<file path="src/rtl/weight_loader.sv">
// weight_loader: frames a row-major AXI-stream of ROWS*COLS words into a weight matrix; `WEIGHT_LOADER_SHADOW_EN selects double buffering.
// Latency: weights/weights_valid/load_count update the cycle after the final beat; load_error pulses the cycle after the bad beat.
// Backpressure: none applied; TREADY is held high in every state after reset, and bad frames are dropped rather than stalled.
module weight_loader #(
    parameter int ROWS = 3,
    parameter int COLS = 4
) (
    input  logic                              clk,
    input  logic                              rst,
    input  logic [31:0]                       WEIGHT_AXIS_TDATA,
    input  logic                              WEIGHT_AXIS_TLAST,
    input  logic                              WEIGHT_AXIS_TVALID,
    output logic                              WEIGHT_AXIS_TREADY,
    output logic [0:ROWS-1][0:COLS-1][31:0]   weights,
    output logic                              weights_valid,
    output logic                              load_error,
    output logic [15:0]                       load_count
);
    localparam int RW = (ROWS > 1) ? $clog2(ROWS) : 1;
    localparam int CW = (COLS > 1) ? $clog2(COLS) : 1;

    if (ROWS * COLS < 2) begin : g_size_check
        $error("weight_loader: ROWS*COLS must be at least 2");
    end

    typedef enum logic [1:0] {ST_EMPTY, ST_LOAD, ST_READY, ST_DRAIN} state_t;

    state_t        state, state_nxt;
    logic [RW-1:0] row;
    logic [CW-1:0] col;
    logic          accept, at_last, have_committed;
    logic          wr_en, commit, frame_err, idx_clr, idx_adv;

    assign accept  = WEIGHT_AXIS_TVALID && WEIGHT_AXIS_TREADY;
    assign at_last = (row == RW'(ROWS - 1)) && (col == CW'(COLS - 1));

    always_ff @(posedge clk) begin
        if (rst) state <= ST_EMPTY;
        else     state <= state_nxt;
    end

    always_comb begin
        state_nxt = state;
        wr_en     = 1'b0;
        commit    = 1'b0;
        frame_err = 1'b0;
        idx_clr   = 1'b0;
        idx_adv   = 1'b0;
        case (state)
            ST_EMPTY, ST_READY, ST_LOAD: begin
                if (accept) begin
                    // Row/col are zero outside ST_LOAD, so the first beat always lands at [0][0].
                    wr_en = 1'b1;
                    if (at_last) begin
                        idx_clr = 1'b1;
                        if (WEIGHT_AXIS_TLAST) begin
                            commit    = 1'b1;
                            state_nxt = ST_READY;
                        end else begin
                            frame_err = 1'b1;
                            state_nxt = ST_DRAIN;
                        end
                    end else if (WEIGHT_AXIS_TLAST) begin
                        frame_err = 1'b1;
                        idx_clr   = 1'b1;
                        state_nxt = have_committed ? ST_READY : ST_EMPTY;
                    end else begin
                        idx_adv   = 1'b1;
                        state_nxt = ST_LOAD;
                    end
                end
            end
            ST_DRAIN: begin
                if (accept && WEIGHT_AXIS_TLAST) state_nxt = have_committed ? ST_READY : ST_EMPTY;
            end
            default: state_nxt = ST_EMPTY;
        endcase
    end

    always_ff @(posedge clk) begin
        if (rst) begin
            WEIGHT_AXIS_TREADY <= 1'b0;
            row                <= '0;
            col                <= '0;
            load_error         <= 1'b0;
            load_count         <= '0;
        end else begin
            WEIGHT_AXIS_TREADY <= 1'b1;
            load_error         <= frame_err;
            if (commit) load_count <= load_count + 16'd1;
            if (idx_clr) begin
                row <= '0;
                col <= '0;
            end else if (idx_adv) begin
                if (col == CW'(COLS - 1)) begin
                    col <= '0;
                    row <= row + 1'b1;
                end else begin
                    col <= col + 1'b1;
                end
            end
        end
    end

`ifdef WEIGHT_LOADER_SHADOW_EN
    logic [0:ROWS-1][0:COLS-1][31:0] shadow, shadow_nxt;

    assign have_committed = weights_valid;

    // Commit folds the final beat into the copy so weights switch over in one cycle.
    always_comb begin
        shadow_nxt           = shadow;
        shadow_nxt[row][col] = WEIGHT_AXIS_TDATA;
    end

    always_ff @(posedge clk) begin
        if (rst) begin
            shadow        <= '0;
            weights       <= '0;
            weights_valid <= 1'b0;
        end else begin
            if (wr_en) shadow <= shadow_nxt;
            if (commit) begin
                weights       <= shadow_nxt;
                weights_valid <= 1'b1;
            end
        end
    end
`else
    logic start;

    // In-place loading destroys the old matrix, so nothing survives an error.
    assign have_committed = 1'b0;
    assign start          = wr_en && (state != ST_LOAD);

    always_ff @(posedge clk) begin
        if (rst) begin
            weights       <= '0;
            weights_valid <= 1'b0;
        end else begin
            if (wr_en) weights[row][col] <= WEIGHT_AXIS_TDATA;
            if (start) weights_valid <= 1'b0;
            if (commit) weights_valid <= 1'b1;
        end
    end
`endif

endmodule
</file>
<file path="config.mk">
export PLATFORM = sky130hd
export DESIGN_NAME = weight_loader
export DESIGN_NICKNAME = d
export VERILOG_FILES = /design/src/rtl/weight_loader.sv
export SDC_FILE = /design/constraint.sdc
export NUM_CORES = 1
export LEC_CHECK = 0
export CAP_MARGIN = 20
export CORE_MARGIN = 2
export CORE_UTILIZATION = 42
export DETAILED_ROUTE_END_ITERATION = 10
export GPL_ROUTABILITY_DRIVEN = 0
export GPL_TIMING_DRIVEN = 0
export PLACE_DENSITY_LB_ADDON = 0.05
export SLEW_MARGIN = 0
export SYNTH_ARGS = -nofsm -noshare
export SYNTH_HDL_FRONTEND = slang
export SYNTH_SLANG_ARGS = --single-unit
</file>
<file path="constraint.sdc">
create_clock -name clk -period 2.6 [get_ports clk]
set_clock_uncertainty 0.05 [all_clocks]
set_input_delay 0.52 -clock clk [delete_from_list [all_inputs] [get_ports clk]]
set_output_delay 0.52 -clock clk [all_outputs]
set_load 0.05 [all_outputs]
</file>
==> out/qor.txt, run 1 <==
DRC viols: 0
Initial Util: 0.4239
crit-path cells: ha_1 > buf_6 > and2_4 > inv_2 > or4_4 > buf_6 > clkbuf_8 > nor4_4 > mux2_2
crit-path max cell delay: 0.53 ns
Reg power frac: 0.485
P&R area growth vs syn: 44.15%
Hold Fails Final Rpt: 0
Fmax: 400.9 MHz
FP Rows: 68
Layout Nets: 2402
initial antenna violation count: 1
Non-Filler Instances: 2839
setup_tns: 0 ns
die span in y: 190.0 um
Synth cell types: 32
Buffers & Inverters on Critical Path: 4
CTS Root Cell: clkbuf_16
Pint: 9.949 mW
Synth Net Count: 1914
Req. time, crit path: 2.99 ns
Worst-Skew Late Latency: 0.55 ns
Reg clk slew, reported paths: 0.06 ns
CTS Buf Count: 44
Power Dens Cells: 622.3 nW/um^2
IO buf count: 438
Congestion Overflow GR: 0
Die X: 190.0 um
DR WL/cell: 20.59 um
hold_buf cts: 0
Max VDD drop: 0.4154 mV
Syn Area/Cell: 7.776 sq um
total track usage: 0.3116
Final period util: 0.9595
Max Buffers Root-to-Sink: 3
worst slew margin relative to its limit: 0.3288
fraction of layout cells with a size suffix above 1: 0.04112
Synth top area share: 0.5634
CP Class: reg -> reg
hold path startpoint: weights[60]$_SDFFE_PP0P_
core area: 34290 sq um
global-route wire length before repair: 84630 um
Iter 0 DRT Violations: 966
endpoints failing setup: 0
Primary FF master, synth: dfxtp_1
Tightest Pin Transition: 1.007 ns
worst r2r path cells: 9
Leak Pwr: 6.793 nW
synth warn: 0
hold endpoint: weights[60]$_SDFFE_PP0P_
Worst setup EP type: flip-flop
Yosys top cell by area: dfxtp_1
critical register-to-register path endpoint: load_count[15]$_SDFFE_PP0P_
Hold WS: 0.4025 ns
max-capacitance violation count: 0
top cells by area, synth: dfxtp_1 (56%), nand2_1 (20%), a21oi_1 (14%)
vias in the first global route: 13780
Hold Crit Class: reg -> reg
slowest CP cell: or4_4
pin count of the biggest net entering global routing: 14
Synth top cells by count: nand2_1 (779), dfxtp_1 (409), a21oi_1 (403)
crit path DAT: 2.88 ns
cell mode on critical path: buf_6
# IOs: 439
CP max FO: 10
Die ar.: 36110 sq um
net switching power: 3.087 mW
RSZ-0062 raised after global routing: false
hpwl dp: 41780 um
number of synthesized register bits: 409
Mapped Cells: 1869
Gate power share: 0.051
final wirelength: 58450 um
TritonCTS clock tree: yes
startpoint types: flip-flop
post-route setup slack: 0.1053 ns
register area share after synthesis: 0.5634
fin util: 0.6110
dpl ws: -1.279 ns
WHS Path Cells: 2
cell count after placement: 2762
Tmin final: 2.495 ns
Worst path depth: 9
Post-synth ARST share: 0
H-tree depth: 2
top-count cell post-synth: nand2_1
Post-synth EDFFs: 0
clk sink count: 409
sw frac: 0.2368
status: finished, final reports clean
reg2reg setup slack: 0.11 ns
Vias: 14750
clock power share: 0.464
reg2reg start: col[0]$_SDFFE_PP0P_
max-slew violation count: 0
drt pass-1 iters: 6
Final ANT Viol Nets: 0
Mapped Area: 14530 sq um
Worst path top cell family by delay: simple AND/OR/NAND/NOR gates
DR vias/cell: 5.195
## stage by stage
step	power (mW)	cell area (sq um)
3_5_place_dp	7.115	19490
2_1_floorplan	6.782	14530
5_1_grt	13.38	20950
4_1_cts	13.08	20910
3_3_place_gp	7.109	19490
6_report	13.04	20950
## placed cells by master (no fill, tap or decap), types with 2 or more instances in the layout
master,count
clkbuf_8,7
ha_1,8
o21ai_0,9
bufinv_16,2
or3_1,8
buf_4,8
nor2_1,6
clkdlybuf4s50_1,438
dfxtp_1,407
a21oi_1,403
or4_1,5
inv_2,2
and4_1,6
nand3_1,11
clkinv_2,6
nand2_1,779
buf_6,2
o31ai_1,5
nand4_1,18
clkbuf_16,44
clkbuf_1,163
and3_1,4
clkbuf_2,9
and4_2,5
inv_1,7
## state kept, by name, summed over array words and instances, names as in the netlist
register            count
WEIGHT_AXIS_TREADY      1
col                     2
load_count             16
load_error              1
row                     2
state                   2
weights               384
weights_valid           1
## what timing repair did
action / CTS / global route
gates resized for setup: 6 / 20
setup buffers: 7 / 1
endpoints found under the setup margin: 216 / 299
pin swaps: 4 / 2
## worst max path at each step
stage	startpoint	end
3_3_place_gp	WEIGHT_AXIS_TVALID	weights[229]$_SDFFE_PP0P_
2_1_floorplan	WEIGHT_AXIS_TREADY$_DFF_P_	load_count[15]$_SDFFE_PP0P_
3_5_place_dp	WEIGHT_AXIS_TVALID	weights[225]$_SDFFE_PP0P_
5_1_grt	col[0]$_SDFFE_PP0P_	load_count[15]$_SDFFE_PP0P_
4_1_cts	row[0]$_SDFFE_PP0P_	weights[19]$_SDFFE_PP0P_
6_report	col[0]$_SDFFE_PP0P_	load_count[15]$_SDFFE_PP0P_
## per-layer routing
metal	part of all wire	global-route usage	vias to the layer above
li1	-	-	7018
met1	0.41	0.3871	7005
met2	0.46	0.5081	585
met3	0.085	0.08153	142
met4	0.049	0.1407	0
met5	0	0	-
## final cells by class
cell class / instances / area [sq um]
clock inverters: 12 / 146.4
multi-input cells: 1282 / 5684
clock buffers: 60 / 1221
flip-flops and latches: 409 / 8193
inverters: 9 / 33.78
plain buffers: 165 / 655.6
diodes: 1 / 2.502
repair buffers: 446 / 4444
well taps: 455 / 569.3
fillers: 3140 / 13340
## kinds of logic (layout without fill, tap and decap cells)
family | count (synthesis) | count (layout) | synth area share
buffers and inverters | 178 | 692 | 0.04726
AND/OR/NAND/NOR | 850 | 850 | 0.2336
other | 0 | 1 | 0
AO/OA/AOI/OAI | 420 | 420 | 0.1460
XOR/XNOR | 1 | 1 | 0.0006027
flip-flops | 409 | 409 | 0.5634
multiplexers | 2 | 2 | 0.001463
adder cells (fa/ha/maj) | 9 | 9 | 0.007748
## power groups by stage
stage	Combinational (mW)	Clock (mW)	Sequential (mW)
2_1_floorplan	0.219	0	6.56
3_3_place_gp	0.649	0	6.46
3_5_place_dp	0.655	0	6.46
4_1_cts	0.657	6.10	6.32
5_1_grt	0.692	6.36	6.32
6_report	0.662	6.05	6.32
## worst min-delay path: cells and delay by family (launching register included)
family	cells	cell delay, ns
AND/OR/NAND/NOR	1	0.05
flip-flops	1	0.30
AO/OA/AOI/OAI	1	0.05
Power figures use the tool's default switching activity.
==> inputs of run 2 (changes only) <==
--- a/config.mk
+++ b/config.mk
@@ -11,6 +11,7 @@
 export DETAILED_ROUTE_END_ITERATION = 10
 export GPL_ROUTABILITY_DRIVEN = 0
 export GPL_TIMING_DRIVEN = 0
+export HOLD_SLACK_MARGIN = 0.08
 export PLACE_DENSITY_LB_ADDON = 0.05
 export SLEW_MARGIN = 0
 export SYNTH_ARGS = -nofsm -noshare
==> results of run 2 <==
No change in the layout: final DEF, timing and power equal those of run 1.
==> inputs of run 3 (changes only) <==
--- a/config.mk
+++ b/config.mk
@@ -13,6 +13,7 @@
 export GPL_TIMING_DRIVEN = 0
 export HOLD_SLACK_MARGIN = 0.08
 export PLACE_DENSITY_LB_ADDON = 0.05
+export RECOVER_POWER = 50
 export SLEW_MARGIN = 0
 export SYNTH_ARGS = -nofsm -noshare
 export SYNTH_HDL_FRONTEND = slang
==> run 3 against run 2 <==
Effect of this change: design area hardly changed; critical path depth is the same; cell count is the same; setup slack improved by 0.0019 ns; sequential cell count is the same; critical endpoint unchanged; highest routed layer unchanged.
==> out/qor.txt, run 3 (synthesis gave the netlist of run 1 again) <==
status: finished, final reports clean (unchanged)
initial antenna violation count: 1 (unchanged)
DR vias/cell: 5.190 (was 5.195)
pin count of the biggest net entering global routing: 14 (unchanged)
Hold Crit Class: reg -> reg (unchanged)
core area: 34290 sq um (unchanged)
final wirelength: 58340 um (was 58450 um)
DRC viols: 0 (unchanged)
crit path DAT: 2.88 ns (about the same)
Buffers & Inverters on Critical Path: 4 (unchanged)
fill count: 3145 (was 3140)
Final period util: 0.9587 (was 0.9595)
slowest CP cell: or4_4 (unchanged)
Hold WS: 0.3999 ns (was 0.4025 ns)
crit-path max cell delay: 0.53 ns (about the same)
Reg clk slew, reported paths: 0.06 ns (about the same)
Layout Nets: 2402 (unchanged)
Storage cell area: 8193 sq um (unchanged)
fraction of layout cells with a size suffix above 1: 0.04029 (was 0.04112)
Max Buffers Root-to-Sink: 3 (unchanged)
Req. time, crit path: 2.99 ns (about the same)
Hold Fails Final Rpt: 0 (unchanged)
CP Class: reg -> reg (unchanged)
Final ANT Viol Nets: 0 (unchanged)
CP max FO: 10 (unchanged)
Die X: 190.0 um (unchanged)
Largest register FFs: 384 (unchanged)
drt pass-1 iters: 6 (unchanged)
most frequent cells in the layout: nand2_1 (779), dfxtp_1 (407), a21oi_1 (403) (was nand2_1 (779), clkdlybuf4s50_1 (438), dfxtp_1 (407))
die span in y: 190.0 um (unchanged)
cell mode on critical path: buf_6 (unchanged)
Tightest Pin Transition: 1.000 ns (was 1.007 ns)
max-capacitance violation count: 0 (unchanged)
total design power: 13.02 mW (was 13.04 mW)
Biggest register: weights (unchanged)
TritonCTS clock tree: yes (unchanged)
total track usage: 0.3116 (unchanged)
DR WL/cell: 20.55 um (was 20.59 um)
crit-path cells: ha_1 > buf_6 > and2_4 > inv_2 > or4_4 > buf_6 > clkbuf_8 > nor4_4 > mux2_2 (unchanged)
leading cell type in the layout, fill and taps excluded: nand2_1 (unchanged)
endpoints failing setup: 0 (unchanged)
Congestion Overflow GR: 0 (unchanged)
RSZ-0062 raised after global routing: false (unchanged)
Vias: 14730 (was 14750)
startpoint types: flip-flop (unchanged)
FP Rows: 68 (unchanged)
Worst path top cell family by delay: simple AND/OR/NAND/NOR gates (unchanged)
Worst setup EP type: flip-flop (unchanged)
max-slew violation count: 0 (unchanged)
vias in the first global route: 13780 (unchanged)
CTS Buf Count: 44 (unchanged)
area occupied by multi-input gates: 5684 sq um (unchanged)
CTS Root Cell: clkbuf_16 (unchanged)
worst slew margin relative to its limit: 0.3332 (was 0.3288)
Die ar.: 36110 sq um (unchanged)
Initial Util: 0.4239 (unchanged)
Iter 0 DRT Violations: 982 (was 966)
Leak Pwr: 7.953 nW (was 6.793 nW)
clk sink count: 409 (unchanged)
Fmax: 401.2 MHz (was 400.9 MHz)
P&R area growth vs syn: 44.06% (was 44.15%)
Max VDD drop: 0.4147 mV (was 0.4154 mV)
H-tree depth: 2 (unchanged)
IO buf count: 438 (unchanged)
setup_tns: 0 ns (unchanged)
hpwl dp: 41780 um (unchanged)
Tmin final: 2.493 ns (was 2.495 ns)
Regs by FF count: weights x384, load_count x16 (unchanged)
# IOs: 439 (unchanged)
global-route wire length before repair: 84630 um (unchanged)
Worst-Skew Late Latency: 0.54 ns (was 0.55 ns)
Power Dens Cells: 621.8 nW/um^2 (was 622.3 nW/um^2)
==> run 3: final timing paths <==
| path | start | end | slack [ns] | depth (start not counted) |
|---|---|---|---|---|
| min reg2reg | weights[282]$_SDFFE_PP0P_ | weights[282]$_SDFFE_PP0P_ | 0.40 | 2 |
| max | col[0]$_SDFFE_PP0P_ | load_count[15]$_SDFFE_PP0P_ | 0.11 | 9 |
| max reg2reg | col[0]$_SDFFE_PP0P_ | load_count[15]$_SDFFE_PP0P_ | 0.11 | 9 |
| min | weights[282]$_SDFFE_PP0P_ | weights[282]$_SDFFE_PP0P_ | 0.40 | 2 |
==> run 3: per-stage QoR <==
stage	instance area, sq um	worst slack [ns]	cells	utilization
2_1_floorplan	14530	0.2151	1869	-
3_3_place_gp	19490	-1.241	2762	0.5683
3_5_place_dp	19490	-1.279	2762	0.5683
4_1_cts	20910	0.002157	2839	0.6098
5_1_grt	20940	0.01641	2839	0.6106
6_report	20940	0.1073	2839	0.6106
==> run 3: final cells by class <==
cell class,count,area share
clock inverters,12,0.006992
clock buffers,60,0.05832
multi-input cells,1282,0.2715
repair buffers,446,0.2117
diodes,1,0.0001195
flip-flops and latches,409,0.3913
plain buffers,165,0.03131
well taps,455,0.02719
inverters,9,0.001613
==> run 3: power breakdown <==
part           switching (mW)  total, mW  leakage, nW  internal, mW
clock                    2.56       6.05        0.676          3.49
combinational           0.502      0.652         3.98         0.149
sequential             0.0203       6.32         3.30          6.30
total                    3.08       13.0         7.95          9.94
==> run 3: per-layer routing <==
layer  wire, um  global-route usage  part of all wire  up-vias
li1           -                   -                 -     7027
met1      23340              0.3871              0.40     6945
met2      26870              0.5081              0.46      624
met3       5337             0.08153             0.091      138
met4       2794              0.1407             0.048        0
met5          0                   0                 0        -
==> run 3: repair_timing <==
| action | 4_1_cts | 5_1_grt |
|---|---|---|
| pin swaps | 4 | 2 |
| setup buffers | 7 | 1 |
| cloned | 0 | 0 |
| hold buffers | 0 | 0 |
| setup endpoints to repair | 216 | 299 |
| resized for setup | 6 | 20 |
==> run 3: worst reg2reg max path, stage by stage, from the launching register on <==
cell	delay, ns
dfxtp_4	0.37
ha_1	0.16
buf_6	0.13
and2_4	0.17
inv_2	0.05
or4_4	0.53
buf_6	0.14
clkbuf_8	0.15
nor4_4	0.28
mux2_2	0.36
